--- src/rtl/axi_mem_arb.sv ---
// axi_mem_arb: round-robin arbiter sharing one single-port SRAM channel between NREQ requesters.
// One grant per cycle. Read data comes back one cycle after the grant and is steered to the
// requester that issued the read.
// Optional grant locking is compiled in when AXI_MEM_ARB_LOCK_EN is defined.
module axi_mem_arb #(
  parameter int unsigned NREQ     = 4,
  parameter int unsigned MAW      = 29,
  parameter int unsigned DW       = 64,
  parameter int unsigned MAX_LOCK = 16
) (
  input  logic                clk,
  input  logic                rst_n,
  input  logic [NREQ-1:0]     req_valid,
  input  logic [NREQ-1:0]     req_we,
  input  logic [NREQ*MAW-1:0] req_addr,
  input  logic [NREQ*DW-1:0]  req_wdata,
  input  logic [NREQ-1:0]     req_lock,
  output logic [NREQ-1:0]     req_ready,
  output logic [NREQ-1:0]     rsp_valid,
  output logic [DW-1:0]       rsp_rdata,
  output logic                mem_cs,
  output logic                mem_we,
  output logic [MAW-1:0]      mem_addr,
  output logic [DW-1:0]       mem_wdata,
  input  logic [DW-1:0]       mem_rdata
);

  localparam int unsigned PW = $clog2(NREQ);

  logic            en_q;
  logic [PW-1:0]   ptr_q, ptr_d;
  logic [NREQ-1:0] rd_q, rd_d;
  logic [PW-1:0]   rr_win, win, idx;
  logic            found, accept, lock_take;

  function automatic logic [PW-1:0] next_idx(input logic [PW-1:0] i);
    return PW'((32'(i) + 32'd1) % NREQ);
  endfunction

  // Round-robin scan starting at ptr_q.
  always_comb begin
    rr_win = ptr_q;
    found  = 1'b0;
    idx    = '0;
    for (int unsigned k = 0; k < NREQ; k++) begin
      idx = PW'((32'(ptr_q) + k) % NREQ);
      if (!found && req_valid[idx]) begin
        found  = 1'b1;
        rr_win = idx;
      end
    end
  end

`ifdef AXI_MEM_ARB_LOCK_EN
  logic          lock_act_q, lock_act_d;
  logic [PW-1:0] lock_own_q, lock_own_d;
  logic [7:0]    lock_cnt_q, lock_cnt_d;
  logic          lock_free;

  assign lock_take = lock_act_q && req_valid[lock_own_q];
`else
  logic unused_lock;
  localparam int unsigned unused_max_lock = MAX_LOCK;

  assign unused_lock = ^req_lock;
  assign lock_take   = 1'b0;
`endif

  // Grant selection and SRAM request mux; everything is held off until en_q.
  always_comb begin
    win       = lock_take ? idx_own() : rr_win;
    accept    = en_q && (|req_valid);
    req_ready = accept ? (NREQ'(1) << win) : '0;
    mem_cs    = accept;
    mem_we    = accept && req_we[win];
    mem_addr  = accept ? req_addr[32'(win) * MAW +: MAW] : '0;
    mem_wdata = accept ? req_wdata[32'(win) * DW +: DW] : '0;
    rd_d      = (accept && !req_we[win]) ? req_ready : '0;
  end

  function automatic logic [PW-1:0] idx_own();
`ifdef AXI_MEM_ARB_LOCK_EN
    return lock_own_q;
`else
    return '0;
`endif
  endfunction

  // Pointer update, plus lock bookkeeping when locking is compiled in.
  always_comb begin
    ptr_d = ptr_q;
`ifdef AXI_MEM_ARB_LOCK_EN
    lock_act_d = lock_act_q;
    lock_own_d = lock_own_q;
    lock_cnt_d = lock_cnt_q;
    lock_free  = 1'b1;
    if (lock_act_q) begin
      if (lock_take) begin
        lock_free = 1'b0;
        if (req_lock[lock_own_q] && (32'(lock_cnt_q) + 32'd1 < MAX_LOCK)) begin
          lock_cnt_d = lock_cnt_q + 8'd1;
        end else begin
          lock_act_d = 1'b0;
          lock_cnt_d = '0;
          ptr_d      = next_idx(lock_own_q);
        end
      end else begin
        // Owner went idle: release and let round-robin handle this cycle.
        lock_act_d = 1'b0;
        lock_cnt_d = '0;
        ptr_d      = next_idx(lock_own_q);
      end
    end
    if (lock_free && accept) begin
      if (req_lock[win] && (MAX_LOCK > 1)) begin
        lock_act_d = 1'b1;
        lock_own_d = win;
        lock_cnt_d = 8'd1;
      end else begin
        ptr_d = next_idx(win);
      end
    end
`else
    if (accept) begin
      ptr_d = next_idx(win);
    end
`endif
  end

  // Enable, pointer and read-return tracking.
  always_ff @(posedge clk or negedge rst_n) begin
    if (!rst_n) begin
      en_q  <= 1'b0;
      ptr_q <= '0;
      rd_q  <= '0;
    end else begin
      en_q  <= 1'b1;
      ptr_q <= ptr_d;
      rd_q  <= rd_d;
    end
  end

`ifdef AXI_MEM_ARB_LOCK_EN
  // Lock owner state.
  always_ff @(posedge clk or negedge rst_n) begin
    if (!rst_n) begin
      lock_act_q <= 1'b0;
      lock_own_q <= '0;
      lock_cnt_q <= '0;
    end else begin
      lock_act_q <= lock_act_d;
      lock_own_q <= lock_own_d;
      lock_cnt_q <= lock_cnt_d;
    end
  end
`endif

  assign rsp_valid = rd_q;
  assign rsp_rdata = mem_rdata;

endmodule
--- config.mk ---
export PLATFORM = sky130hd
export DESIGN_NAME = axi_mem_arb
export DESIGN_NICKNAME = d
export VERILOG_FILES = /design/src/rtl/axi_mem_arb.sv
export SDC_FILE = /design/constraint.sdc
export NUM_CORES = 1
export LEC_CHECK = 0
export BUFFER_PORTS_ARGS = -buffer_cell sky130_fd_sc_hd__buf_2
export CAP_MARGIN = 15
export CORE_AREA = 2 2 238 240
export DETAILED_ROUTE_END_ITERATION = 12
export DIE_AREA = 0 0 240 242
export PLACE_DENSITY = 0.4
export SLEW_MARGIN = 20
export SYNTH_ARGS = -nofsm -noshare
export SYNTH_HDL_FRONTEND = slang
export SYNTH_SLANG_ARGS = --single-unit
--- constraint.sdc ---
create_clock -name clk -period 3.9 [get_ports clk]
set_clock_uncertainty 0.05 [all_clocks]
set_input_delay 0.39 -clock clk [delete_from_list [all_inputs] [get_ports clk]]
set_output_delay 0.39 -clock clk [all_outputs]
set_load 0.05 [all_outputs]
==> results of run 1 <==
[final cells by class]
| class | instances | area (um2) |
|---|---|---|
| multi-input cells | 316 | 2730 |
| repair buffers | 510 | 2670 |
| fillers | 6464 | 49100 |
| inverters | 5 | 18.8 |
| diodes | 2 | 5.00 |
| flip-flops and latches | 7 | 175 |
| clock buffers | 4 | 78.8 |
| well taps | 756 | 946 |
[report_power, final]
| group | internal, mW | total (mW) | switching (mW) | leakage, nW |
|---|---|---|---|---|
| Clock | 0.136 | 0.176 | 0.0396 | 0.0382 |
| Sequential | 0.0882 | 0.103 | 0.0144 | 0.0899 |
| Combinational | 1.06 | 3.15 | 2.09 | 3.47 |
[stage by stage]
stage / util, % / power [mW]
6_report: 11.9 / 3.43
5_1_grt: 11.9 / 3.62
2_1_floorplan: - / 2.66
4_1_cts: 11.9 / 3.46
3_5_place_dp: 11.7 / 3.28
3_3_place_gp: 11.7 / 3.25
[final timing paths]
check	startpoint	to	slack, ps	cells past startpoint
worst max-delay path	ptr_q[0]	mem_we	760	8
worst min-delay path	rst_n	en_q	480	2
worst max register to register	ptr_q[0]	rsp_valid[2]	1560	7
worst min register to register	ptr_q[0]	ptr_q[0]	510	1
max in group asynchronous	rst_n	rsp_valid[0]	3170	2
min in group clk	ptr_q[0]	ptr_q[0]	510	1
[cell usage in the layout, fill, tap and decap left out, types with 3 or more instances in the layout]
cell,n
sky130_fd_sc_hd__a21boi_1,4
sky130_fd_sc_hd__and2_1,4
sky130_fd_sc_hd__clkbuf_16,3
sky130_fd_sc_hd__o22ai_1,93
sky130_fd_sc_hd__dfrtp_1,7
sky130_fd_sc_hd__ha_1,4
sky130_fd_sc_hd__inv_1,4
sky130_fd_sc_hd__buf_2,484
sky130_fd_sc_hd__mux2i_1,186
sky130_fd_sc_hd__nor2b_1,3
sky130_fd_sc_hd__buf_12,4
sky130_fd_sc_hd__buf_4,21
[worst reg2reg max path, cell delays in order (launching register included)]
cell,delay [ps]
sky130_fd_sc_hd__dfrtp_1,390
sky130_fd_sc_hd__nor2b_1,70
sky130_fd_sc_hd__a2111o_1,490
sky130_fd_sc_hd__nand2_8,330
sky130_fd_sc_hd__buf_12,270
sky130_fd_sc_hd__inv_2,100
sky130_fd_sc_hd__o211ai_1,340
sky130_fd_sc_hd__a21boi_1,150
[cell families after synthesis]
logic type                 Yosys count  synth area share (%)
buffers and inverters              110                  21.3
DFF                                  7                  4.80
muxes                              186                  51.0
adders and majority gates            4                  1.37
AOI/OAI and AO/OA                  108                  19.0
and+or+nand+nor                     17                  2.47
other                                1                 0.103
[layer usage]
layer,up-vias,global-route usage (%)
met1,2231,5.75
li1,2421,-
met5,-,0.421
met4,4,2.78
met2,401,14.3
met3,59,1.71
[registers in the layout (all words and copies together), names as in the netlist]
register and count:
ptr_q 2, rsp_valid 4, en_q 1
[repair_timing]
action	in CTS	in global routing
hold buffers	1	0
endpoints found under the hold margin	7	0
setup buffers	0	0
==> impl_summary.md, run 1 <==
Outcome
The flow ran to the end, and the final reports show no timing, DRC or antenna violations.

Global route
The number of antenna violations at the first check in global routing is 8. The first-pass GRT wire length is between 20000 and 30000 um. The via count of the first global-routing pass is 5088. For this run, the total global-route usage over all layers was measured as 6.78%. The largest net degree at the start of global routing is 41. The total overflow left after global routing is 0.

Timing
Setup violations remaining at the end of the flow were counted as 0. The final worst setup slack is 756 ps. At the pin with the least slew margin, the transition time is 513 ps. Setup repair after global routing left no endpoint under its margin. The worst slew margin relative to its limit is 65.8%. Across all hold checks on the routed design, the worst slack comes to 478 ps. The post-layout minimum cycle time is 3140 ps.

Summed over all failing endpoints, the final setup total negative slack is 0 ps. Based on the critical path, the design can be clocked at up to 318 MHz. The number of max-slew violations in the final report is 0.

The final hold violation count is 0. The share of the cycle needed by the critical path after routing is 80.6%.

Layout
The area growth from synthesis to layout is 81.4%. The final instance area is 6620 um2. For this run, the number of standard cells in the final layout without fillers is 1600. For this run, the post-layout net count is 1297. The post-route netlist has between 60% and 70% of its cells at a drive strength greater than 1.

Route
The post-route antenna net violation count is 0. The detailed-routing wirelength on met1 is about 7200 um. Wires add up to 22500 um. For this run, the detailed router's first-pass iteration total came to 4. For this run, design rule violations remaining after detail routing come to 0. The count of routing violations after the opening detailed-route iteration is 110. After detailed routing, the average wire length per cell comes to 14.1 um. The routed via count is 5116. In the routed layout, each cell is associated on average with a via count of 3.20.

The wire length on met3 is 2360 um. The met2 layer wire length in the routed design is between 10000 and 15000 um. The detailed router used layers up to and including met5.

Place
Once detailed placement completed, the half-perimeter wirelength came to just under 20000 um. In this run, placement finished with an instance count of ~1600. The congestion estimate from routability-driven global placement came to around 0.83. The placement-stage cell area is roughly 6500 um2. During placement, the flow inserted port buffers numbering ~480. At the placement stage, the worst setup path has a slack of roughly 680 ps.

CTS
The TritonCTS clock tree is built. The later pin in the worst-skew pair is clocked with a latency of 230 ps. The number of CTS-inserted buffers is 3.

The root buffer cell chosen for the clock tree is sky130_fd_sc_hd__clkbuf_16. The level count of the clock H-tree is 1. The clock tree buffer depth is 2. The CTS sink count is 7. The register clock-pin slew on the reported worst setup and hold paths is approximately 40 ps. The number of resized instances in the post-cts repair step is 0.

Setup path
The signal on the critical path passes through nor2b_1 > a2111o_1 > nand2_8 > buf_12 > inv_2 > o211ai_1 > and3_1 > buf_2. The worst setup path is captured at a primary output. STA puts the critical path data required time at 3460 ps. The path type of the worst setup path is reg -> out. In this design, the stage delay of the slowest critical-path cell is around 500 ps. The largest fanout on the critical path is 33. STA classifies the critical path startpoint as a register. The data arrival at the endpoint of the critical path is ~2700 ps. Grouping stages by cell kind, the critical path spends the most delay in compound AO/OA/AOI/OAI gates. The total buffers and inverters traversed by the critical path is 3.

The slowest stage of the critical path belongs to the cell sky130_fd_sc_hd__a2111o_1.

Logic synthesis
The netlist area before placement is 3650 um2. The warning count from the yosys run is 0. The biggest area contributor in the post-synthesis netlist is sky130_fd_sc_hd__mux2i_1.

In the post-synthesis netlist, the biggest area contributors are sky130_fd_sc_hd__mux2i_1, sky130_fd_sc_hd__o22ai_1, sky130_fd_sc_hd__buf_4. Sorting the synthesized cells by how often they occur yields sky130_fd_sc_hd__mux2i_1, sky130_fd_sc_hd__o22ai_1, sky130_fd_sc_hd__buf_4. The instance count of the mapped netlist is about 430. The number of nets in the synthesized netlist is 887. After synthesis, the mean cell area works out to 8.43 um2. In the post-synthesis netlist, the cell with the most instances is sky130_fd_sc_hd__mux2i_1. The number of enable-type register cells in the synthesized netlist is 0.

Sequential cells were found to cover under 10% of the synthesized design area. The fraction of registers with async set/reset is 100%. The top cell type by area accounts for 51.0% of the synthesized area. After synthesis the netlist holds a flip-flop and latch count of 7.

The dominant synthesized flop cell is sky130_fd_sc_hd__dfrtp_1. The number of different library cells in the post-synthesis netlist is 29.

Power and ir drop
In this run the power density over the cells is 518 nW/um2. VDD sags by at most between 0.0002 and 0.00025 V. Summed over all cells, the static leakage comes to approximately 3.6 nW.

Floorplanning
The placeable core area is around 56000 um2. The top-level I/O count is roughly 620. The die covers 58100 um2. In this run the horizontal extent of the chip is 240 um. Row generation in the floorplan step produced 87 rows.

The initial utilization of the core area, before any placement, comes to 6.55%. The vertical extent of the die is 242 um.

Worst hold path
The path class of the tightest hold or removal check is in -> async.

Flow run
The max capacitance violation total is 0.
No activity file was read; power rests on OpenSTA's default activity.
==> run 2: changes to the inputs <==
==> constraint.sdc (replaced) <==
create_clock -name clk -period 3 [get_ports clk]
set_clock_uncertainty 0.05 [all_clocks]
set_input_delay 0.3 -clock clk [delete_from_list [all_inputs] [get_ports clk]]
set_output_delay 0.3 -clock clk [all_outputs]
set_load 0.05 [all_outputs]
==> run 2 against run 1 <==
Against the previous run: first-iteration DRC count fell by 3.6%; via count rose by 1.4%; non-clock buffer count rose by 8; sequential cell count did not move; register-to-register slack got worse by 640 ps; final cell count rose by 0.75%; critical path type unchanged; total power rose by 32%.
==> impl_summary.md, run 2 (synthesized netlist as in run 1, its figures left out) <==
Setup path
The library cell contributing the largest single delay on the critical path is sky130_fd_sc_hd__a2111o_1. The largest stage delay on the critical path is 510 ps (+20 ps). The most critical setup path has its startpoint at ptr_q[0].

The worst-case reg-to-reg path depth is 8 (+1). STA classifies the critical path startpoint as a register. The required time of the critical path is 2650 ps (-810 ps). The worst setup path is captured at a primary output.

The critical path goes through nor2b_1 > a2111o_1 > nand2_8 > buf_12 > buf_4 > mux2i_1 > o22ai_1 > buf_2. The data arrival at the endpoint of the critical path is 2450 ps (-250 ps). The start of the worst register-to-register path is ptr_q[0]. The largest fanout on the critical path was 45 (+36%). The path type of the worst setup path is reg -> out.

Timing
The share of the cycle needed by the critical path after routing is between 90 and 100%. The count of endpoints failing setup in the final report is 0 (unchanged). The worst path needs 2800 ps of the cycle, external delays included. The final hold violation count is 0 (unchanged). Setup repair after global routing left no endpoint under its margin. The number of max-slew violations in the final report is 0 (unchanged). Timing would allow up to 357 MHz.

The final sum of negative setup slack is 0 ps (unchanged). The final worst setup slack is 199 ps (-557 ps).

Worst hold path
The min-delay analysis places its worst path in the category in -> async.

Layout
The area growth from synthesis to layout is 84.0%. The flip-flop count of the largest register, all copies and words added is 4 (unchanged). The number of filler instances in the final layout is 6465 (+0.015%).

The fraction of layout cells with a size suffix above 1 is 61.8% (+0.36 points). The count of nets after finishing is 1305 (+0.62%). The most frequent standard cell in the layout excluding fill and tap cells is sky130_fd_sc_hd__buf_2. The filler-free cell count of the finished design is 1612 (+0.75%). The final instance area was 6720 um2 (+1.4%). In the layout the commonest cells are sky130_fd_sc_hd__buf_2, sky130_fd_sc_hd__mux2i_1, sky130_fd_sc_hd__o22ai_1.

CTS
The CTS sink count is 7 (unchanged). The clock tree root buffer cell is sky130_fd_sc_hd__clkbuf_16. The TritonCTS clock tree is built. The number of CTS-inserted buffers is 3 (unchanged). The level count of the clock H-tree is 1 (unchanged).

The clock tree buffer depth is 2 (unchanged). The number of buffers added for setup after CTS is 0 (unchanged). The latest clock arrival within the worst-skew pair is 230 ps (about the same). The register clock-pin slew on the reported worst setup and hold paths is 40 ps (about the same).

Floorplanning
The top-level I/O count was 617 (unchanged). The placeable core area is 55700 um2 (unchanged). The floorplan die width came to 240 um (unchanged). The total number of placement rows is 87 (unchanged). The starting utilization of the core area is 6.55% (unchanged). The die area is 58100 um2 (unchanged). The vertical extent of the die is 242 um (unchanged).

Power and ir drop
The post-route total power is 4.52 mW (+32%). The total leakage power is 3.64 nW (+1.3%). The power density over the cells is 673 nW/um2 (+30%). The maximum vdd ir drop is 0.000230 V (+14%).

Flow run
The max capacitance violation total is 0 (unchanged).

Place
The post-detailed-placement half-perimeter wirelength is 19200 um (-0.94%). The routability congestion estimate from global placement came to 0.834 (+1.0%). The post-placement setup slack is 300 ps (-384 ps). The placement-stage cell area is 6610 um2 (+1.3%). The cell count after placement is 1601 (+0.50%). The count of input and output buffers was 484 (unchanged).

Route
The ratio of routed vias to standard cells is 3.22 (+0.69%). The count of routing violations after the opening detailed-route iteration is 106 (-3.6%). The number of iterations in the first detailed-routing pass is 4 (unchanged). The final wirelength is 22000 um (-2.4%).

The routed via count is 5190 (+1.4%). The post-route antenna net violation count is 0 (unchanged). The routed length per instance came to 13.6 um (-3.1%). The detailed-route DRC error count is 0 (unchanged).

Global route
The total overflow reported by the global router is 0 (unchanged). The first-pass GRT wire length is 29000 um (-2.7%). The largest net degree at the start of global routing is 55 (+34%). The number of antenna violations at the first check in global routing is 10 (+2). The total track usage is 6.62% (-0.16 points). The via count of the first global-routing pass is 5010 (-1.5%).

Outcome
The flow ran to the end, and the final reports show no timing, DRC or antenna violations.
## run 2: changes by cell type in the layout (fill, tap and decap cells not counted), sizes merged
cell   change
buf        +8
diode      +4
## run 2: worst paths after layout
path	endpoint	slack, ps
setup / recovery	mem_addr[27]	200
hold / removal	en_q	370
setup reg to reg	rsp_valid[1]	920
hold reg to reg	ptr_q[0]	500
max in group asynchronous	rsp_valid[1]	2370
min in group clk	rsp_valid[0]	500
## run 2: critical path: cells and delay by family (launching register included)
kind,cells,cell delay [ps]
buffers and inverters,3,790
AOI/OAI and AO/OA,2,720
DFF,1,380
and+or+nand+nor,2,180
muxes,1,80
## run 2: final cells by class
| cell class | instances | area [um2] | share of cell area (%) |
|---|---|---|---|
| inverters | 5 | 18.8 | 0.279 |
| flip-flops and latches | 7 | 175 | 2.61 |
| diodes | 6 | 15.0 | 0.224 |
| well taps | 756 | 946 | 14.1 |
| repair buffers | 518 | 2760 | 41.0 |
| multi-input cells | 316 | 2730 | 40.6 |
| clock buffers | 4 | 78.8 | 1.17 |
## run 2: power breakdown
part / internal [mW] / total (mW) / leakage [nW] / switching, mW
registers: 0.115 / 0.130 / 0.0899 / 0.0156
logic: 1.44 / 4.16 / 3.51 / 2.71
clock network: 0.177 / 0.229 / 0.0382 / 0.0522
## run 2: repair_timing
item | in CTS | in global routing
gates resized for setup | 0 | 0
hold endpoints to repair | 7 | 0
hold buffers | 1 | 0
setup endpoints to repair | 0 | 0
## run 2: layer usage
metal | vias to the layer above | global-route usage, % | wire length (um)
li1 | 2438 | - | -
met1 | 2286 | 5.46 | 6670
met2 | 403 | 13.1 | 11200
met3 | 61 | 1.90 | 2650
met4 | 2 | 4.60 | 1440
met5 | - | 0.421 | 31
## run 2: metrics by stage
step                util, %  hold WS, ps
finish                 12.1          371
global route           12.0          392
CTS                    12.0          380
detailed placement     11.9         91.6
global placement       11.9         89.8
floorplan                 -        -45.6
==> run 3: changes to the inputs <==
--- a/config.mk
+++ b/config.mk
@@ -7,10 +7,10 @@
 export LEC_CHECK = 0
 export BUFFER_PORTS_ARGS = -buffer_cell sky130_fd_sc_hd__buf_2
 export CAP_MARGIN = 15
-export CORE_AREA = 2 2 238 240
+export CORE_AREA = 2 2 237 239
 export DETAILED_ROUTE_END_ITERATION = 12
-export DIE_AREA = 0 0 240 242
-export PLACE_DENSITY = 0.4
+export DIE_AREA = 0 0 239 241
+export PLACE_DENSITY = 0.41
 export SLEW_MARGIN = 20
 export SYNTH_ARGS = -nofsm -noshare
 export SYNTH_HDL_FRONTEND = slang
==> constraint.sdc (replaced) <==
create_clock -name clk -period 2.3 [get_ports clk]
set_clock_uncertainty 0.05 [all_clocks]
set_input_delay 0.23 -clock clk [delete_from_list [all_inputs] [get_ports clk]]
set_output_delay 0.23 -clock clk [all_outputs]
set_load 0.05 [all_outputs]
==> run 3 against run 2 <==
Against the previous run: the run now ends with negative setup slack left; die area down 0.83%; wire length grew 7.0%; first-iteration DRC count is 58% lower; final area grew 35%; critical path depth down 1; utilization grew 4.5 points; combinational power grew 97%; global-route usage is 0.29 points lower; sequential power grew 31%; clock power is 32% higher; highest routed layer is now met4.
==> impl_summary.md, run 3 (synthesized netlist as in run 1, its figures left out) <==
Floorplanning
The die area is 57600 um2 (-0.83%). The vertical extent of the die is 241 um (-0.41%). The starting utilization of the core area was 6.65% (+0.10 points). The total number of placement rows is 86 (-1.1%).

The floorplan die width is 239 um (-0.42%). The placeable core area is 54900 um2 (-1.5%). The top-level I/O count is 617 (unchanged).

Timing
The count of endpoints failing setup in the final report came to 99 (+99). Setup repair after global routing could not meet its margin everywhere. The worst hold slack across all endpoints is 315 ps (-56.4 ps). The final worst setup slack is -306 ps (-505 ps).

The share of the cycle needed by the critical path after routing is 113%. The number of max-slew violations in the final report came to 0 (unchanged). Static timing analysis puts the maximum clock frequency at 384 MHz.

The final sum of negative setup slack was -19360 ps (-19360 ps). The final hold violation count is 0 (unchanged). For the finished layout, the period the worst path requires is approximately 2600 ps.

Layout
The count of nets after finishing was 1384 (+6.1%). The sequential cell area is 176 um2 (+0.71%). The library cell used most frequently in the layout, excluding fill and tap cells, is sky130_fd_sc_hd__buf_2.

The top cell types in the final layout, fill and taps aside, are sky130_fd_sc_hd__buf_2, sky130_fd_sc_hd__mux2i_1, sky130_fd_sc_hd__o22ai_2. The flip-flop count of the largest register, all copies and words added is 4 (unchanged). The area of the multi-input gates came to 3820 um2 (+40%). The number of filler instances in the final layout came to 6180 (-4.4%). The final instance area is 9090 um2 (+35%).

The final core utilization is 16.6% (+4.5 points). Compared with the post-synthesis result, the final layout area differs by 149%. The diode insertion count for antenna repair is 0 (-6). The fraction of layout cells with a size suffix above 1 is 85.7% (+24 points).

Setup path
The largest stage delay on the critical path is 480 ps (-30 ps). Walking the worst path, the cells encountered are a2111o_1 > nand2_8 > buf_16 > buf_4 > mux2i_2 > o22ai_2 > buf_2. The type of element launching the critical path is a register.

The startpoint identified for the worst register-to-register timing path is ptr_q[1]. The largest fanout on the critical path was 24 (-47%). The internal reg-to-reg setup slack is -40 ps (-960 ps).

The library cell contributing the largest single delay on the critical path is sky130_fd_sc_hd__a2111o_1. In this run the worst setup path begins at ptr_q[1]. The setup path with the least slack is of type reg -> out. The worst-case reg-to-reg path depth is 11 (+3). The reg-to-reg critical path endpoint is rsp_valid[0]. The critical path depth in cells came to 7 (-1). The kind of cell with the highest combined delay along the critical path is buffers and inverters.

The data arrival at the endpoint of the critical path is 2330 ps (-120 ps). The timing endpoint of the critical path is mem_wdata[37]. The total buffers and inverters traversed by the critical path is 3 (unchanged). The endpoint kind of the worst setup timing path is a primary output. The required time of the critical path is 2020 ps (-630 ps).

CTS
The clock tree buffer depth is 2 (unchanged). The register clock-pin slew on the reported worst setup and hold paths is 40 ps (about the same). The clock tree root buffer cell is sky130_fd_sc_hd__clkbuf_16. The level count of the clock H-tree is 1 (unchanged). The CTS sink count was 7 (unchanged). TritonCTS built the clock tree.

The latest clock arrival within the worst-skew pair came to 230 ps (about the same). The number of CTS-inserted buffers is 3 (unchanged).

Route
The ratio of routed vias to standard cells came to 3.36 (+4.4%). The final wirelength is 23500 um (+7.0%). The number of iterations in the first detailed-routing pass came to 6 (+2).

The post-route antenna net violation count is 0 (unchanged). The count of routing violations after the opening detailed-route iteration is 45 (-58%). The routed via count was 5487 (+5.7%). The detailed-route DRC error count is 0 (unchanged). The routed length per instance is 14.4 um (+5.6%).

Global route
The total overflow reported by the global router is 0 (unchanged). The number of antenna violations at the first check in global routing was 2 (-8). The first-pass GRT wire length is 28400 um (-2.0%).

The total track usage is 6.33% (-0.29 points). The largest net degree at the start of global routing is 34 (-38%). The via count of the first global-routing pass is 5427 (+8.3%).

Power and ir drop
The total leakage power is 4.29 nW (+18%). The maximum vdd ir drop is 0.000421 V (+83%). The power density over the cells is 952 nW/um2 (+42%).

Outcome
The final reports fail on negative setup slack. The flow ran to the end, but the final reports show violations.

Place
The routability congestion estimate from global placement is 0.813 (-2.5%). The post-detailed-placement half-perimeter wirelength is 18800 um (-2.0%). The count of input and output buffers is 484 (unchanged). The post-placement setup slack was -129 ps (-429 ps). The placement-stage cell area came to 7800 um2 (+18%).

Flow run
The max capacitance violation total came to 0 (unchanged).

Worst hold path
The class of the tightest hold or removal check is in -> async.
-- run 3: cell types whose count changed in the layout (fill, tap and decap cells not counted), moves of 49 or more --
cell,change
sky130_fd_sc_hd__mux2i_2,+74
sky130_fd_sc_hd__o22ai_1,-93
sky130_fd_sc_hd__o22ai_2,+90
sky130_fd_sc_hd__buf_4,+49
sky130_fd_sc_hd__mux2i_1,-88
sky130_fd_sc_hd__buf_2,-58
-- run 3: routing by layer --
| layer | part of all wire (%) | global-route usage (%) |
|---|---|---|
| met1 | 33 | 5.47 |
| met2 | 54 | 13.7 |
| met3 | 8.1 | 1.01 |
| met4 | 5.4 | 3.05 |
| met5 | 0 | 0 |
-- run 3: how the worst min path moves through the flow --
stage	startpoint	to	cells past startpoint
finish	rst_n	en_q	2
global route	rst_n	en_q	2
CTS	rst_n	ptr_q[0]	2
detailed placement	rst_n	en_q	1
global placement	rst_n	en_q	1
floorplan	rst_n	en_q	0
-- run 3: metrics by stage --
step	total power, mW	instances
floorplan	4.99	433
global placement	6.76	1614
detailed placement	6.78	1614
CTS	7.27	1619
global route	9.05	1633
finish	8.66	1633
-- run 3: timing repair --
action                                 in CTS  in global routing
gates cloned                                0                  4
gates resized for setup                    43                246
setup buffers                               0                 11
endpoints found under the hold margin       7                  0
hold buffers                                1                  0
setup endpoints to repair                  98                 98
pin swaps                                   1                 33
-- run 3: power by group --
part | internal [mW] | switching [mW] | leakage (nW)
clock | 0.231 | 0.0708 | 0.0382
sequential | 0.151 | 0.0190 | 0.0888
combinational | 3.77 | 4.42 | 4.16
-- run 3: worst reg2reg max path, cell delays in order (launching register included) --
cell and delay, ps:
sky130_fd_sc_hd__dfrtp_2 420, sky130_fd_sc_hd__a2111o_1 480, sky130_fd_sc_hd__nand2_8 150, sky130_fd_sc_hd__buf_12 130, sky130_fd_sc_hd__clkbuf_16 200, sky130_fd_sc_hd__inv_8 50
sky130_fd_sc_hd__buf_6 110, sky130_fd_sc_hd__ha_2 150, sky130_fd_sc_hd__and2_4 140, sky130_fd_sc_hd__buf_4 120, sky130_fd_sc_hd__buf_4 120, sky130_fd_sc_hd__a21boi_1 110
-- run 3: final cells by class --
| cell class | count | area share [%] |
|---|---|---|
| Clock buffer | 4 | 0.867 |
| Inverter | 5 | 0.289 |
| Timing Repair Buffer | 597 | 45.2 |
| Multi-Input combinational cell | 316 | 42.0 |
| Sequential cell | 7 | 1.94 |
| Tap cell | 704 | 9.68 |
